===== src/rtl/mmio_if.sv =====
// mmio_if: data-memory bus, retire strobe and UART ready/valid ports of the MMIO block.
interface mmio_if;
    logic        mem_en;
    logic [31:0] addr;
    logic [3:0]  we;
    logic [31:0] din;
    logic [31:0] dout;
    logic        inst_retire;
    logic [7:0]  uart_rx_data;
    logic        uart_rx_valid;
    logic        uart_rx_ready;
    logic [7:0]  uart_tx_data;
    logic        uart_tx_valid;
    logic        uart_tx_ready;
    modport slave (
        input  mem_en, addr, we, din, inst_retire, uart_rx_data, uart_rx_valid, uart_tx_ready,
        output dout, uart_rx_ready, uart_tx_data, uart_tx_valid
    );
    modport master (
        output mem_en, addr, we, din, inst_retire, uart_rx_data, uart_rx_valid, uart_tx_ready,
        input  dout, uart_rx_ready, uart_tx_data, uart_tx_valid
    );
endinterface


===== src/rtl/mmio_ctrl.sv =====
// mmio_ctrl: memory-mapped UART rx/tx registers plus free-running cycle and retired-instruction counters.
module mmio_ctrl #(
    parameter logic [31:0] MMIO_BASE = 32'h8000_0000
) (
    input logic    clk,
    input logic    rst,
    mmio_if.slave  bus
);
    logic        hit, ld, st, rx_ld, tx_go, clr, tx_free, tx_pending;
    logic [7:0]  off, tx_buf;
    logic [31:0] cyc_cnt, ins_cnt, rdata;
    assign hit     = bus.mem_en && bus.addr[31:28] == MMIO_BASE[31:28];
    assign off     = bus.addr[7:0];
    assign ld      = hit && bus.we == 4'b0000;
    assign st      = hit && bus.we != 4'b0000;
    assign rx_ld   = ld && off == 8'h04;
    assign tx_free = bus.uart_tx_ready && !tx_pending;
    // A store arriving while a byte is still pending is dropped, even if that byte hands off this cycle.
    assign tx_go   = st && off == 8'h08 && bus.we[0] && !tx_pending;
    assign clr     = st && off == 8'h18;
    assign bus.uart_rx_ready = rx_ld && !rst;
    assign bus.uart_tx_valid = tx_pending && !rst;
    assign bus.uart_tx_data  = tx_buf;
    always_comb begin
        rdata = !ld            ? 32'h0 :
                off == 8'h00   ? {30'b0, bus.uart_rx_valid, tx_free} :
                off == 8'h04   ? {24'b0, bus.uart_rx_data} :
                off == 8'h10   ? cyc_cnt :
                off == 8'h14   ? ins_cnt : 32'h0;
    end
    always_ff @(posedge clk) begin
        if (rst) begin
            bus.dout   <= 32'h0;
            cyc_cnt    <= 32'h0;
            ins_cnt    <= 32'h0;
            tx_pending <= 1'b0;
            tx_buf     <= 8'h0;
        end else begin
            bus.dout <= rdata;
            cyc_cnt  <= clr ? 32'h0 : cyc_cnt + 32'd1;
            ins_cnt  <= clr ? 32'h0 : ins_cnt + {31'b0, bus.inst_retire};
            if (tx_go) begin
                tx_buf     <= bus.din[7:0];
                tx_pending <= 1'b1;
            end else if (tx_pending && bus.uart_tx_ready) begin
                tx_pending <= 1'b0;
            end
        end
    end
endmodule


===== src/flat_wrapper.sv =====
// flat-port wrapper written by rule: the top's interface ports become plain ports
module mmio_ctrl_flat 
#(
    parameter logic [31:0] MMIO_BASE = 32'h8000_0000
)
  (clk, rst, bus_mem_en, bus_addr, bus_we, bus_din, bus_inst_retire, bus_uart_rx_data, bus_uart_rx_valid, bus_uart_tx_ready, bus_dout, bus_uart_rx_ready, bus_uart_tx_data, bus_uart_tx_valid);
  mmio_if bus_i ();
  input logic clk;
  input logic rst;
  input wire logic [$bits(bus_i.mem_en)-1:0] bus_mem_en;
  input wire logic [$bits(bus_i.addr)-1:0] bus_addr;
  input wire logic [$bits(bus_i.we)-1:0] bus_we;
  input wire logic [$bits(bus_i.din)-1:0] bus_din;
  input wire logic [$bits(bus_i.inst_retire)-1:0] bus_inst_retire;
  input wire logic [$bits(bus_i.uart_rx_data)-1:0] bus_uart_rx_data;
  input wire logic [$bits(bus_i.uart_rx_valid)-1:0] bus_uart_rx_valid;
  input wire logic [$bits(bus_i.uart_tx_ready)-1:0] bus_uart_tx_ready;
  output wire logic [$bits(bus_i.dout)-1:0] bus_dout;
  output wire logic [$bits(bus_i.uart_rx_ready)-1:0] bus_uart_rx_ready;
  output wire logic [$bits(bus_i.uart_tx_data)-1:0] bus_uart_tx_data;
  output wire logic [$bits(bus_i.uart_tx_valid)-1:0] bus_uart_tx_valid;
  assign bus_i.mem_en = bus_mem_en;
  assign bus_i.addr = bus_addr;
  assign bus_i.we = bus_we;
  assign bus_i.din = bus_din;
  assign bus_i.inst_retire = bus_inst_retire;
  assign bus_i.uart_rx_data = bus_uart_rx_data;
  assign bus_i.uart_rx_valid = bus_uart_rx_valid;
  assign bus_i.uart_tx_ready = bus_uart_tx_ready;
  assign bus_dout = bus_i.dout;
  assign bus_uart_rx_ready = bus_i.uart_rx_ready;
  assign bus_uart_tx_data = bus_i.uart_tx_data;
  assign bus_uart_tx_valid = bus_i.uart_tx_valid;
  mmio_ctrl #(.MMIO_BASE(MMIO_BASE)) u_core (.clk(clk), .rst(rst), .bus(bus_i));
endmodule

===== config.mk =====
export PLATFORM = sky130hd
export DESIGN_NAME = mmio_ctrl_flat
export DESIGN_NICKNAME = d
export VERILOG_FILES = /design/src/rtl/mmio_if.sv /design/src/rtl/mmio_ctrl.sv /design/src/flat_wrapper.sv
export SDC_FILE = /design/constraint.sdc
export NUM_CORES = 1
export LEC_CHECK = 0
export ABC_CLOCK_PERIOD_IN_PS = 2400
export CAP_MARGIN = 20
export CORE_ASPECT_RATIO = 0.75
export CORE_UTILIZATION = 49
export DETAILED_ROUTE_END_ITERATION = 10
export GPL_ROUTABILITY_DRIVEN = 0
export PLACE_DENSITY = 0.87
export SETUP_SLACK_MARGIN = 0.5
export SLEW_MARGIN = 0
export SYNTH_ARGS = -nofsm -noshare
export SYNTH_HDL_FRONTEND = slang
export SYNTH_SLANG_ARGS = --single-unit

===== constraint.sdc =====
create_clock -name clk -period 2.4 [get_ports clk]
set_input_delay 0.24 -clock clk [delete_from_list [all_inputs] [get_ports clk]]
set_output_delay 0.24 -clock clk [all_outputs]
set_load 0.005 [all_outputs]

==> metrics.txt <==
status finished, final reports clean; Synth Area in Simple Gates 25.7%; Avg Inst Size Synth ~8.8 um2; CP arrival 2240 ps; unrepaired setup endpoints after global routing true; port buffer count a little under 80; Detail Route Antenna Nets 0; Clock transition at path regs roughly 70 ps; Synth area leaders dfxtp_1 (44%), nor2_1 (5.0%), a22oi_1 (4.9%); first-pass GRT wire length 21500 um; vias in the first global route ~4400; gr usage total a little over a quarter; Hold Fails Final Rpt 0; crit path time final around 2000 ps; Slew @ Worst Pin approximately 620 ps; final worst path period share slightly above 80%; syn_nets ~620; clock tree buffer depth 2; Max-cap violations 0; leakage between 2 and 2.5 nW; H-tree levels 3; PnR Total Power ~3.3 mW; Max Fclk about 510 MHz; initial drt markers about 800; 1st-pass router iterations 6; via count ~5000; CP Max Fanout 8; FP Rows 30; Final Slew Violations 0; CORE AREA 9230 um2; Setup Viol. Count Final 0; Synth cell types between 40 and 50; initial antenna violation count 0; most frequent cell after synthesis dfxtp_1; I/O pin cnt about 120; flops & latches, synth between 100 and 150; Commonest cells post-synth dfxtp_1 (105), nor2_1 (64), a22oi_1 (31); worst vdd ir around 0.35 mV; n_diodes 0; Routed wire per std cell between 15 and 20 um; pin count of the biggest net entering global routing 37; final worst setup slack 441 ps; WS Path Type reg -> reg; clock skew about 8.5 ps; GRT overflow 0; pwr/cell area between 500 and 600 nW/um2; pre-CTS WS -80.7 ps; Post-route DRC 0; synth warn 0; area growth from synthesis to layout 34.8%; layout cell share with drive strength beyond 1 between 20% and 30%; nets roughly 720; startpoint types flip-flop; DIE AREA about 10000 um2; clk_lat worst skew around 350 ps; post-synth top area share between 40% and 50%; Detailed Route WL between 10000 and 15000 um; # clock sinks ~110; sequential share of the synthesized area roughly 44%; Post-synth ARST share 0%; Starting Density between 50% and 60%; CP Capture Type flip-flop; top_reg_cell synth dfxtp_1; worst hold slack around 320 ps; cts bufs inserted 9; DP HPWL roughly 9000 um; largest family of logic cells by synthesized area simple AND/OR/NAND/NOR gates; synthesized area 4760 um2; Rel. slew slack approximately 58%; Layout fillers approximately 630; fin cells about 770; Die Y roughly 87 um; CTS tree built; worst min-delay path category in -> reg; Synth Instances approximately 540; Root Driver clkbuf_16; vias per inst between 6 and 7; Die Span X ~120 um; Post-synth EDFFs 0; compound-cell area share of the yosys netlist between 10% and 20%; largest area contributor in the netlist dfxtp_1; Post-CTS Hold Buffers 0; Worst EP required roughly 2700 ps; xor/xnor share of the synthesized area 4.05%; mux cell area share after synthesis less than 1%; placed cell count roughly 730; Post-Synth Adder-Cell Area less than 1%
==> cell families after synthesis <==
group / after synthesis
buffers and inverters: 48
and+or+nand+nor: 221
xor gates and xnor gates: 22
muxes: 3
DFF: 105
AOI/OAI and AO/OA: 137
adders and majority gates: 3
==> critical path, stage by stage (launching register included) <==
cell and delay, ps:
dfxtp_4 380, nand4_1 130, buf_6 170, or4_4 580, or4_4 510, a21oi_2 120
==> stage by stage <==
step / TNS [ps] / instance area [um2] / util (%)
floorplan: 0 / 4770 / -
global placement: -19.8 / 5710 / 61.9
detailed placement: -80.7 / 5710 / 61.9
CTS: 0 / 6190 / 67.1
global route: 0 / 6420 / 69.5
finish: 0 / 6420 / 69.5
==> worst paths after layout <==
kind                                                         startpoint                                      end  slack, ps  depth (start not counted)
worst max-delay path                       u_core.cyc_cnt[3]$_SDFF_PP0_            u_core.cyc_cnt[21]$_SDFF_PP0_        440                          5
worst min-delay path                                    bus_inst_retire             u_core.ins_cnt[0]$_SDFF_PP0_        320                          4
worst max register to register             u_core.cyc_cnt[3]$_SDFF_PP0_            u_core.cyc_cnt[21]$_SDFF_PP0_        440                          5
worst min register to register  u_core.bus.uart_tx_data[6]$_SDFFE_PP0P_  u_core.bus.uart_tx_data[6]$_SDFFE_PP0P_        470                          2
==> layer usage <==
| metal | vias to the layer above | wire [um] | global-route usage [%] |
|---|---|---|---|
| met5 | - | 0 | 0 |
| met4 | 0 | 643 | 11.9 |
| met3 | 83 | 1530 | 8.07 |
| met2 | 362 | 7150 | 43.9 |
| met1 | 2352 | 5650 | 34.3 |
| li1 | 2207 | - | - |
==> final cells by class <==
| type | instances | area, um2 | area share (%) |
|---|---|---|---|
| Clock buffer | 12 | 246 | 3.84 |
| Timing Repair Buffer | 122 | 1150 | 17.9 |
| Multi-Input combinational cell | 388 | 2640 | 41.2 |
| Sequential cell | 105 | 2140 | 33.4 |
| Tap cell | 128 | 160 | 2.50 |
| Clock inverter | 4 | 28.8 | 0.448 |
| Inverter | 13 | 48.8 | 0.760 |
==> state kept, by name (all words and copies together), names as in the netlist <==
register / flops
u_core.bus.dout: 32
u_core.bus.uart_tx_data: 8
u_core.cyc_cnt: 32
u_core.ins_cnt: 32
u_core.tx_pending: 1
==> power breakdown <==
part / total (mW) / leakage [nW] / internal, mW / switching [mW]
combinational: 0.178 / 1.07 / 0.0904 / 0.0874
sequential: 1.76 / 0.858 / 1.75 / 0.0143
clock: 1.37 / 0.129 / 0.732 / 0.635
total: 3.31 / 2.05 / 2.57 / 0.737
==> timing repair <==
item | 4_1_cts | 5_1_grt
setup buffers | 12 | 7
resized for setup | 36 | 51
gates cloned | 2 | 1
setup endpoints to repair | 29 | 91
pin swaps | 9 | 24
hold endpoints to repair | 0 | 0
==> layout by cell type, fill, tap and decap left out, types with 6 or more instances in the layout <==
cell             Yosys  final
buf_4                0     36
and3_1               9      8
nand3_1             22     21
dfxtp_1            105     84
nand4_1             25     25
nor2_1              64     64
o31ai_1             19     16
o21ai_0             29     28
or4_1               22     14
xnor2_1             13     13
a21oi_2             19     24
a21o_1               7      6
a22oi_1             31     31
inv_1               13     12
dfxtp_2              0     16
xor2_1               9      9
clkdlybuf4s50_1      0     73
a21oi_1             25     20
buf_6                8      6
clkbuf_16            0      9
or3_1               15     13
nor3_1              13     11
and4_1               7      6
nand2_1             20     19
or4_4                3     13
(Power assumes the default switching activity.)
